--- config.mk ---
export PLATFORM = sky130hd
export DESIGN_NAME = mux_2to1_32
export DESIGN_NICKNAME = d
export VERILOG_FILES = /design/src/rtl/mux_2to1_32.sv
export SDC_FILE = /design/constraint.sdc
export NUM_CORES = 1
export LEC_CHECK = 0
export CORE_MARGIN = 2
export CORE_UTILIZATION = 35
export DETAILED_ROUTE_END_ITERATION = 10
export PLACE_DENSITY = 0.87
export SYNTH_ARGS = -nofsm -noshare
export SYNTH_HDL_FRONTEND = slang
export SYNTH_SLANG_ARGS = --single-unit
--- constraint.sdc ---
create_clock -name clk -period 1.7 [get_ports clk]
set_input_delay 0.34 -clock clk [delete_from_list [all_inputs] [get_ports clk]]
set_output_delay 0.34 -clock clk [all_outputs]
set_load 0.005 [all_outputs]
--- src/rtl/mux_2to1_32.sv ---
// Two-input word selector for CPU datapath operand and write-back paths.
// Combinational result on o, plus an optional enabled, flopped copy with a valid flag.
module mux_2to1_32 #(
    parameter int WIDTH = 32
) (
    input  logic             clk,
    input  logic             rst,
    input  logic [WIDTH-1:0] a,
    input  logic [WIDTH-1:0] b,
    input  logic             sel,
    input  logic             en,
    output logic [WIDTH-1:0] o,
    output logic [WIDTH-1:0] o_q,
    output logic             o_q_valid
);

    // NOTE: every path assigns o, so no latch can be inferred; keep it that way if this grows.
    always_comb begin
        o = sel ? b : a;
    end

    // Reset wins over en so a mid-stream flush always clears the stage boundary.
    // NOTE: sequential state uses non-blocking assignments so all flops update together at the edge.
    always_ff @(posedge clk) begin
        if (rst) begin
            o_q       <= '0;
            o_q_valid <= 1'b0;
        end else if (en) begin
            o_q       <= o;
            o_q_valid <= 1'b1;
        end
    end

endmodule

==> Word-level counts from Yosys, hierarchy flattened <==
Cells that the tools add are included.
Widths: inputs -> output; s select.
{ "op_classes": {"add_sub_neg": 0, "n_mul": 0, "div_mod_pow": 0, "n_lt_le_gt_ge": 0, "n_eq_ne": 0, "n_shift": 0, "mux": 1, "bitwise": 0, "n_reduce_logical": 0} }
{ "ops": {"columns": ["op", "n"], "rows": [
  ["$mux 32", 1]
]} }
{ "word_totals": {"regBits": 33, "latch_bits": 0, "ramBits": 0, "mem_bits_ro": 0, "inputBits": 68, "output_inout_bits": 65, "mem_count": 0} }

==> Longest topological paths before layout <==
Gate-level depths: netlist of run 1.
{ "logic_depth": {"word_depth": 1, "depth_mapped": 4} }

==> Least setup slack after synthesis of run 1 <==
OpenSTA, ideal clock, no wires.
{ "synth_timing": {"path_type": "input to output", "start": "input sel", "end": "output o[0]", "t_arrival_ns": 0.900, "slack_ns": 0.460, "path_stages": 3, "path_cell_list": "buf_6 -> buf_12 -> mux2_4"} }
{ "synth_via": {"elab_chain_cells": 1} }
{ "synth_lines": {"columns": ["item", "line", "text"], "rows": [
  ["start: declaration", "10", "input logic sel,"],
  ["$mux 32", "19", "o = sel ? b : a;"],
  ["end: declaration", "12", "output logic [WIDTH-1:0] o,"]
]} }
Every way passes these cells.

==> Worst setup path after layout of run 1 <==
{ "layout_timing": {"start": "input sel", "end": "output o[7]"} }
Same word-level chain as after synthesis.

==> reports/results.txt, run 1 <==
DRT Pass-1 Iters: 2
post-synthesis register bit count: 33
Syn Nets: 214
critical path endpoint category: output pin
Clock Power Share: 0.259
Critical Path Start Type: primary input
Peak VDD IR: 0.000385 V
Worst EP arrival: 1.32 ns
clk slew on worst S/H paths: 0.07 ns
HPWL after DPL: 4.13 mm
Ports: 133
critical setup path kind: primary input to output pin
fin crit share: 0.974
fraction of power spent switching nets: 0.239
worst setup path startpoint: sel
final setup fails: 0
Pleak: 1.47 nW
outcome: finished, final reports clean
worst reg2reg path startpoint: o_q[25]$_SDFFE_PP0P_
Rows: 26
die width: 76.2 µm
CTS tree: done
worst endpoint required time: 1.36 ns
Mapped Cells: 146
clk_lat worst skew: 0.27 ns
Vias/cell: 4.65
largest net degree at the start of global routing: 34
clock sinks: 33
total CTS buffers: 5
yosys warns: 0
Die Area: 5800 µm²
initial antenna violation count: 0
Root Buffer: clkbuf_8
total congestion overflow: 0
Slew @ Worst Pin: 0.265 ns
Max Clock Skew: 0 ns
core area: 5070 µm²
f_max: 604 MHz
# DRC: 0
switching power: 0.516 mW
Period minus WS final: 1.66 ns
Seq pwr share: 0.399
Chip Height: 76.2 µm
ratio of cells with drive above 1 in the final layout: 0.338
Via Count: 1729
area delta synth->final: 88.9%
maxcap violations: 0
Longest Clk Path Bufs: 2
Pwr Density: 626 nW/µm²
# hold bufs at CTS: 0
final slew viol count: 0
most frequent cells in the layout: clkdlybuf4s50_1, dfxtp_1, o21ba_2, o21a_1
vias in the first global route: 1887
first-pass GRT wire length: 8.96 mm
synth unique cells: 11
PortBufs: 132
WL per Instance: 14.9 µm
Hold Path Depth: 2
sequential area share after synthesis: 0.362
RSZ-0062 raised after global routing: false
RR Endpoint: o_q[25]$_SDFFE_PP0P_
leading cell type in the layout, fill and taps excluded: clkdlybuf4s50_1
Routed Antenna Nets: 0
Rel. slew slack: 0.823
cells on worst reg2reg path: 2
Hold Path Class: flop to flop
cell-internal power: 1.64 mW
Mapped Area: 1820 µm²
startpoint of the worst hold path: o_q_valid$_SDFFE_PP0P_
Tot GR Track Use: 0.193
initial DRC count: 43
CP Max Fanout: 8
Net count, final: 369
H-tree levels: 2
setup TNS: 0 ns
logic gate share of total power: 0.343
Min Hold Slack: 0.475 ns
final hold violation count: 0
initial core utilization: 0.359
mean post-synth cell area: 12.5 µm²
Routed WL: 5.53 mm
ANT cells: 0
GP Congestion: 0.661
Hold Path Sink: o_q_valid$_SDFFE_PP0P_
r2r setup slk: 0.98 ns
[worst max path at each step]
| stage | endpoint | slack (ns) |
|---|---|---|
| after global placement | o[31] | -0.13 |
| after CTS | o[7] | 0.04 |
| after floorplan | o[0] | 0.46 |
| after detailed placement | o[3] | -0.14 |
| after global routing | o[1] | 0.02 |
| final | o[7] | 0.04 |
[per-stage QoR]
step	power, mW	std cells	setup slack, ns	cell area, µm²	util
3_3_place_gp	1.63	361	-0.129	3350	0.660
6_report	2.16	372	0.0438	3440	0.679
4_1_cts	2.18	372	0.0403	3440	0.679
5_1_grt	2.27	372	0.0211	3440	0.679
3_5_place_dp	1.65	361	-0.137	3350	0.660
2_1_floorplan	1.17	146	0.460	1820	-
[per-layer routing]
layer	vias up	track usage	routed length [µm]
met5	-	0	0
met4	0	0.0582	85
met3	10	0.0746	455
met2	76	0.374	2980
met1	813	0.188	2010
li1	830	-	-
[sequential cells by signal, indices dropped and copies added (netlist names)]
name       cells
o_q           32
o_q_valid      1
[worst max-delay path: stages]
cell and delay (ns):
buf_6 0.12, buf_12 0.14, buf_4 0.15, mux2_4 0.30, dlygate4sd2_1 0.26
[synth_stat cells]
master    count  area share
clkbuf_1      3      0.0062
mux2_4       30        0.25
inv_1         1      0.0021
o21a_1       32        0.13
nor2_1        2      0.0041
buf_2         7       0.019
buf_6         1      0.0062
dfxtp_1      33        0.36
buf_12        3       0.033
o21ba_2      32        0.18
mux2_2        2       0.012
[final cells by class]
cell class	count	area [µm²]
clock buffers	6	72.6
clock inverters	2	10.0
fillers	421	1630
inverters	1	3.75
multi-input cells	98	1040
flip-flops and latches	33	661
well taps	70	87.6
repair buffers	162	1570
[cells by family after synthesis]
group                  count (synthesis)  share of synthesized area
AOI/OAI and AO/OA                     64                      0.307
DFF                                   33                      0.362
muxes                                 32                      0.259
buffers and inverters                 15                     0.0666
and+or+nand+nor                        2                    0.00412
[power groups by stage]
stage,clock (mW),combinational [mW],sequential [mW]
5_1_grt,0.618,0.789,0.866
3_3_place_gp,0,0.752,0.873
4_1_cts,0.573,0.747,0.860
3_5_place_dp,0,0.770,0.878
6_report,0.557,0.738,0.860
2_1_floorplan,0,0.290,0.882
[what timing repair did]
item / 4_1_cts / 5_1_grt
endpoints found under the setup margin: 32 / 0
resized for setup: 37 / 0
buffers inserted: 2 / 0
endpoints found under the hold margin: 0 / 0
Power figures use the tool's default switching activity.
==> inputs of run 2 (changes only) <==
--- a/config.mk
+++ b/config.mk
@@ -8,6 +8,7 @@
 export CORE_MARGIN = 2
 export CORE_UTILIZATION = 35
 export DETAILED_ROUTE_END_ITERATION = 10
+export GPL_TIMING_DRIVEN = 0
 export PLACE_DENSITY = 0.87
 export SYNTH_ARGS = -nofsm -noshare
 export SYNTH_HDL_FRONTEND = slang
==> run 2 against run 1 <==
First-iteration DRC count grew 21%. Critical endpoint is now o[10]. Sequential power is essentially flat. Cell count shrank 5.1%. Register-to-register slack is essentially flat. Setup slack gained 0.0058 ns. Largest power group unchanged. Critical path depth shrank 2. Critical path type unchanged. Sequential cell count is the same. Highest routed layer unchanged.
==> reports/results.txt, run 2 (same netlist as run 1, synthesis figures left out) <==
initial DRC count: 52 (was 43)
Max Clock Skew: 0 ns (unchanged)
Routed WL: 5.17 mm (was 5.53 mm)
uppermost layer routed: met4 (unchanged)
critical path endpoint category: output pin (unchanged)
Pwr Density: 651 nW/µm² (was 626 nW/µm²)
Die Area: 5800 µm² (unchanged)
largest net degree at the start of global routing: 11 (was 34)
post-CTS setup buffers: 0 (was 2)
f_max: 606 MHz (was 604 MHz)
Min Hold Slack: 0.473 ns (was 0.475 ns)
initial antenna violation count: 0 (unchanged)
WL per Instance: 14.7 µm (was 14.9 µm)
Fill cells: 450 (was 421)
vias in the first global route: 1766 (was 1887)
GP Congestion: 0.671 (was 0.661)
clk_lat worst skew: 0.28 ns (was 0.27 ns)
CP Buf/Inv Count: 2 (was 4)
Longest Clk Path Bufs: 2 (unchanged)
outcome: finished, final reports clean (unchanged)
setup TNS: 0 ns (unchanged)
initial core utilization: 0.359 (unchanged)
max reg flops: 32 (unchanged)
PortBufs: 130 (was 132)
final hold violation count: 0 (unchanged)
Peak VDD IR: 0.000356 V (was 0.000385 V)
logic gate share of total power: 0.316 (was 0.343)
Crit path max-delay family: buffers and inverters (unchanged)
Seq pwr share: 0.405 (was 0.399)
CP Max Fanout: 2 (was 8)
Pleak: 1.36 nW (was 1.47 nW)
Worst EP arrival: 1.31 ns (was 1.32 ns)
area delta synth->final: 78.7% (was 88.9%)
top flop regs: o_q (32), o_q_valid (1) (unchanged)
Critical Path Start Type: primary input (unchanged)
cell-internal power: 1.62 mW (was 1.64 mW)
total congestion overflow: 0 (unchanged)
final slew viol count: 0 (unchanged)
RSZ-0062 raised after global routing: false (unchanged)
ANT cells: 0 (unchanged)
wire length on met3: 375 µm (was 455 µm)
final setup fails: 0 (unchanged)
fin crit share: 0.971 (was 0.974)
fraction of power spent switching nets: 0.235 (was 0.239)
Rows: 26 (unchanged)
die width: 76.2 µm (unchanged)
H-tree levels: 2 (unchanged)
clk slew on worst S/H paths: 0.06 ns (was 0.07 ns)
worst-path cell chain: clkdlybuf4s50_1, mux2_4, dlygate4sd2_1 (was buf_6, buf_12, buf_4, mux2_4, dlygate4sd2_1)
Via Count: 1658 (was 1729)
# DRC: 0 (unchanged)
Ports: 133 (unchanged)
Slew @ Worst Pin: 0.362 ns (was 0.265 ns)
Final WS setup: 0.0496 ns (was 0.0438 ns)
critical setup path kind: primary input to output pin (unchanged)
Hold Path Class: flop to flop (unchanged)
Routed Antenna Nets: 0 (unchanged)
core area: 5070 µm² (unchanged)
clock sinks: 33 (unchanged)
Rel. slew slack: 0.759 (was 0.823)
first-pass GRT wire length: 8.49 mm (was 8.96 mm)
Tot GR Track Use: 0.182 (was 0.193)
Power Total: 2.12 mW (was 2.16 mW)
ratio of cells with drive above 1 in the final layout: 0.286 (was 0.338)
HPWL after DPL: 4.16 mm (was 4.13 mm)
Chip Height: 76.2 µm (unchanged)
CTS tree: done (unchanged)
WL met1: 1.97 mm (was 2.01 mm)
Net count, final: 351 (was 369)
Period minus WS final: 1.65 ns (was 1.66 ns)
DRT Pass-1 Iters: 3 (was 2)
Root Buffer: clkbuf_8 (unchanged)
total CTS buffers: 5 (unchanged)
Top reg by flops: o_q (unchanged)
worst endpoint required time: 1.36 ns (about the same)
WL met2: 2.74 mm (was 2.98 mm)
maxcap violations: 0 (unchanged)
Slowest-stage cell, CP: clkdlybuf4s50_1 (was mux2_4)
max incr delay on CP: 0.41 ns (was 0.30 ns)
Clock Power Share: 0.278 (was 0.259)
Vias/cell: 4.70 (was 4.65)
most frequent cells in the layout: clkdlybuf4s50_1, dfxtp_1, o21ba_2, o21a_1, dlygate4sd2_1 (was clkdlybuf4s50_1, dfxtp_1, o21ba_2, o21a_1)
switching power: 0.498 mW (was 0.516 mW)
pre-CTS setup slack: -0.137 ns (about the same)
leading cell type in the layout, fill and taps excluded: clkdlybuf4s50_1 (unchanged)
## run 2: path summary, 6_finish.rpt
kind | start | end | slack (ns) | depth (start not counted)
worst max register to register | o_q[24]$_SDFFE_PP0P_ | o_q[24]$_SDFFE_PP0P_ | 0.99 | 2
worst min register to register | o_q_valid$_SDFFE_PP0P_ | o_q_valid$_SDFFE_PP0P_ | 0.47 | 2
worst max-delay path | a[10] | o[10] | 0.05 | 3
worst min-delay path | o_q_valid$_SDFFE_PP0P_ | o_q_valid$_SDFFE_PP0P_ | 0.47 | 2
## run 2: layout make-up
cell class,instances,area [µm²],share of cell area
buffer,14,118,0.0361
clock buffer,7,86.3,0.0265
inverter,1,3.75,0.00115
multi-input combinational,98,1040,0.320
sequential,33,661,0.203
tap,70,87.6,0.0269
timing repair buffer,130,1260,0.387
## run 2: timing repair
action                                  in CTS  in global routing
gates resized for setup                     32                  0
endpoints found under the setup margin      32                  0
hold buffers                                 0                  0
## run 2: worst register-to-register path: stages (launching register included)
cell,delay [ns]
dfxtp_1,0.31
o21ba_2,0.20
o21a_1,0.10
## run 2: layer usage
layer	vias to the layer above	track usage
met2	74	0.345
met4	0	0.0673
met1	777	0.185
li1	796	-
met3	11	0.0592
met5	-	0
## run 2: through the flow
step,utilization,instance area (µm²),std cells
after floorplan,-,1820,146
after global placement,0.633,3210,346
after detailed placement,0.633,3210,346
after CTS,0.642,3260,353
after global routing,0.642,3260,353
final,0.642,3260,353
## run 2: power groups by stage
| stage | clock network, mW | registers [mW] | logic (mW) |
|---|---|---|---|
| 4_1_cts | 0.609 | 0.861 | 0.680 |
| 5_1_grt | 0.651 | 0.868 | 0.717 |
| 6_report | 0.590 | 0.860 | 0.672 |
| 3_3_place_gp | 0 | 0.874 | 0.707 |
| 2_1_floorplan | 0 | 0.882 | 0.290 |
| 3_5_place_dp | 0 | 0.879 | 0.720 |
==> inputs of run 3 (changes only) <==
--- a/config.mk
+++ b/config.mk
@@ -5,11 +5,12 @@
 export SDC_FILE = /design/constraint.sdc
 export NUM_CORES = 1
 export LEC_CHECK = 0
+export ABC_AREA = 1
 export CORE_MARGIN = 2
 export CORE_UTILIZATION = 35
 export DETAILED_ROUTE_END_ITERATION = 10
 export GPL_TIMING_DRIVEN = 0
-export PLACE_DENSITY = 0.87
+export PLACE_DENSITY = 0.86
 export SYNTH_ARGS = -nofsm -noshare
 export SYNTH_HDL_FRONTEND = slang
 export SYNTH_SLANG_ARGS = --single-unit
==> run 3 against run 2 <==
Routed wire length grew 13%. Non-clock buffer count grew 3. Via count grew 39%. Clock power shrank 1%. Highest routed layer unchanged.
==> reports/results.txt, run 3 <==
Routed Antenna Nets: 0 (unchanged)
clk_lat worst skew: 0.27 ns (was 0.28 ns)
share of the synthesized area in the top cell type: 0.358 (was 0.362)
vias in the first global route: 2277 (was 1766)
Net count, final: 514 (was 351)
clk slew on worst S/H paths: 0.06 ns (about the same)
Pwr Density: 641 nW/µm² (was 651 nW/µm²)
Syn Nets: 378 (was 214)
Top reg by flops: o_q (unchanged)
crit path to: o[1] (was o[10])
initial core utilization: 0.361 (was 0.359)
WL met2: 2.93 mm (was 2.74 mm)
maxcap violations: 0 (unchanged)
sequential area share after synthesis: 0.358 (was 0.362)
r2r setup slk: 1.05 ns (was 0.99 ns)
Longest Clk Path Bufs: 2 (unchanged)
Synth area leaders: dfxtp_1, nand2_1, nor2_1 (was dfxtp_1, mux2_4, o21ba_2)
worst reg2reg path startpoint: o_q[1]$_SDFFE_PP0P_ (was o_q[24]$_SDFFE_PP0P_)
leading cell type in the layout, fill and taps excluded: nand2_1 (was clkdlybuf4s50_1)
Critical Path Start Type: primary input (unchanged)
worst endpoint required time: 1.36 ns (about the same)
total CTS buffers: 5 (unchanged)
Die Area: 5860 µm² (was 5800 µm²)
post-synthesis register bit count: 33 (unchanged)
RR Endpoint: o_q[1]$_SDFFE_PP0P_ (was o_q[24]$_SDFFE_PP0P_)
worst setup path startpoint: a[1] (was a[10])
Mapped Cells: 310 (was 146)
Peak VDD IR: 0.000416 V (was 0.000356 V)
setup TNS: 0 ns (unchanged)
most frequent cells in the layout: nand2_1, clkdlybuf4s50_1, nor2_1, dlygate4sd2_1, dfxtp_1 (was clkdlybuf4s50_1, dfxtp_1, o21ba_2, o21a_1, dlygate4sd2_1)
# DRC: 0 (unchanged)
max reg flops: 32 (unchanged)
Max Clock Skew: 0 ns (unchanged)
WL per Instance: 11.4 µm (was 14.7 µm)
most frequent cell after synthesis: nand2_1 (was dfxtp_1)
Routed WL: 5.87 mm (was 5.17 mm)
Post-synth EDFFs: 0 (unchanged)
CP Max Fanout: 2 (unchanged)
Min Hold Slack: 0.399 ns (was 0.473 ns)
Pleak: 1.76 nW (was 1.36 nW)
Vias/cell: 4.47 (was 4.70)
initial antenna violation count: 0 (unchanged)
total congestion overflow: 0 (unchanged)
Chip Height: 76.6 µm (was 76.2 µm)
Synth area leader: dfxtp_1 (unchanged)
critical path endpoint category: output pin (unchanged)
Via Count: 2309 (was 1658)
Hold Path Class: primary input to flop (was flop to flop)
WL met1: 2.27 mm (was 1.97 mm)
DRT Pass-1 Iters: 4 (was 3)
largest net degree at the start of global routing: 11 (unchanged)
# hold bufs at CTS: 0 (unchanged)
Rows: 26 (unchanged)
HPWL after DPL: 4.67 mm (was 4.16 mm)
final instance area: 3270 µm² (was 3260 µm²)
final setup fails: 0 (unchanged)
PortBufs: 129 (was 130)
Rel. slew slack: 0.869 (was 0.759)
Post-DP Area: 3220 µm² (was 3210 µm²)
final hold violation count: 0 (unchanged)
area delta synth->final: 77.3% (was 78.7%)
RSZ-0062 raised after global routing: false (unchanged)
core area: 5110 µm² (was 5070 µm²)
Root Buffer: clkbuf_8 (unchanged)
GP Congestion: 0.776 (was 0.671)
clock sinks: 33 (unchanged)
outcome: finished, final reports clean (unchanged)
Synth top cells by count: nand2_1, nor2_1, dfxtp_1 (was dfxtp_1, o21a_1, o21ba_2)
die width: 76.6 µm (was 76.2 µm)
uppermost layer routed: met4 (unchanged)
Async S/R FF share, synth: 0 (unchanged)
fin crit share: 0.904 (was 0.971)
initial DRC count: 71 (was 52)
final slew viol count: 0 (unchanged)
Ports: 133 (unchanged)
Mapped Area: 1840 µm² (was 1820 µm²)
startpoint of the worst hold path: rst (was o_q_valid$_SDFFE_PP0P_)
wire length on met3: 583 µm (was 375 µm)
critical setup path kind: primary input to output pin (unchanged)
f_max: 651 MHz (was 606 MHz)
ratio of cells with drive above 1 in the final layout: 0.0785 (was 0.286)
CTS tree: done (unchanged)
cells on worst reg2reg path: 4 (was 2)
H-tree levels: 2 (unchanged)
first-pass GRT wire length: 9.91 mm (was 8.49 mm)
Worst EP arrival: 1.20 ns (was 1.31 ns)
Tot GR Track Use: 0.204 (was 0.182)
Slew @ Worst Pin: 0.197 ns (was 0.362 ns)
ANT cells: 0 (unchanged)
synth unique cells: 10 (was 11)
mean post-synth cell area: 5.95 µm² (was 12.5 µm²)
top flop regs: o_q (32), o_q_valid (1) (unchanged)
yosys warns: 0 (unchanged)
Period minus WS final: 1.54 ns (was 1.65 ns)
Synth Flop Type: dfxtp_1 (unchanged)
==> run 3: changes by cell type in the layout (fill, tap and decap cells not counted), sizes merged <==
cell | before | now
clkbuf | 10 | 7
o21a | 32 | 0
dlygate4sd2 | 32 | 33
inv | 1 | 33
nor2 | 2 | 66
nand3 | 0 | 32
buf | 11 | 18
mux2 | 32 | 0
o21ba | 32 | 0
nand2 | 0 | 128
clkdlybuf4s50 | 98 | 96
==> run 3: final cells by class <==
cell class	instances	area, µm²
Sequential cell	33	661
Clock buffer	7	86.3
Fill cell	499	1840
Timing Repair Buffer	129	1250
Inverter	33	129
Multi-Input combinational cell	226	913
Tap cell	70	87.6
Buffer	18	140
==> run 3: worst min path at each step <==
stage / to / slack [ns] / cells after the start
after floorplan: o_q_valid$_SDFFE_PP0P_ / 0.46 / 2
after global placement: o_q_valid$_SDFFE_PP0P_ / 0.45 / 2
after detailed placement: o_q_valid$_SDFFE_PP0P_ / 0.46 / 2
after CTS: o_q[0]$_SDFFE_PP0P_ / 0.39 / 4
after global routing: o_q[30]$_SDFFE_PP0P_ / 0.42 / 4
final: o_q[31]$_SDFFE_PP0P_ / 0.40 / 4
==> run 3: cells by family (layout without fill, tap and decap cells) <==
kind of cell / count (synthesis) / count (layout) / synth area share
flip-flops: 33 / 33 / 0.358
buffers and inverters: 51 / 187 / 0.146
AND/OR/NAND/NOR: 226 / 226 / 0.496
==> run 3: routing by layer <==
layer	vias up	track usage
met5	-	0
met4	0	0.0509
met3	10	0.0829
met2	95	0.373
met1	1013	0.217
li1	1191	-
==> run 3: report_power, final <==
group | internal (mW) | leakage (nW) | switching [mW]
sequential | 0.831 | 0.274 | 0.0269
clock | 0.321 | 0.0443 | 0.262
combinational | 0.384 | 1.44 | 0.268
==> run 3: per-stage QoR <==
step / instances / utilization / total power [mW] / worst slack (ns)
2_1_floorplan: 310 / - / 1.14 / 0.588
3_3_place_gp: 509 / 0.631 / 1.56 / -0.0963
3_5_place_dp: 509 / 0.631 / 1.57 / -0.0997
4_1_cts: 516 / 0.640 / 2.12 / 0.161
5_1_grt: 516 / 0.640 / 2.23 / 0.109
6_report: 516 / 0.640 / 2.09 / 0.163
==> run 3: what timing repair did <==
| item | CTS | global route |
|---|---|---|
| setup buffers | 0 | 0 |
| resized for setup | 33 | 0 |
| setup endpoints to repair | 32 | 0 |
==> run 3: worst max-delay path: stages <==
cell and delay, ns:
clkdlybuf4s50_1 0.47, nand2_2 0.06, nand2_1 0.06, dlygate4sd2_1 0.26
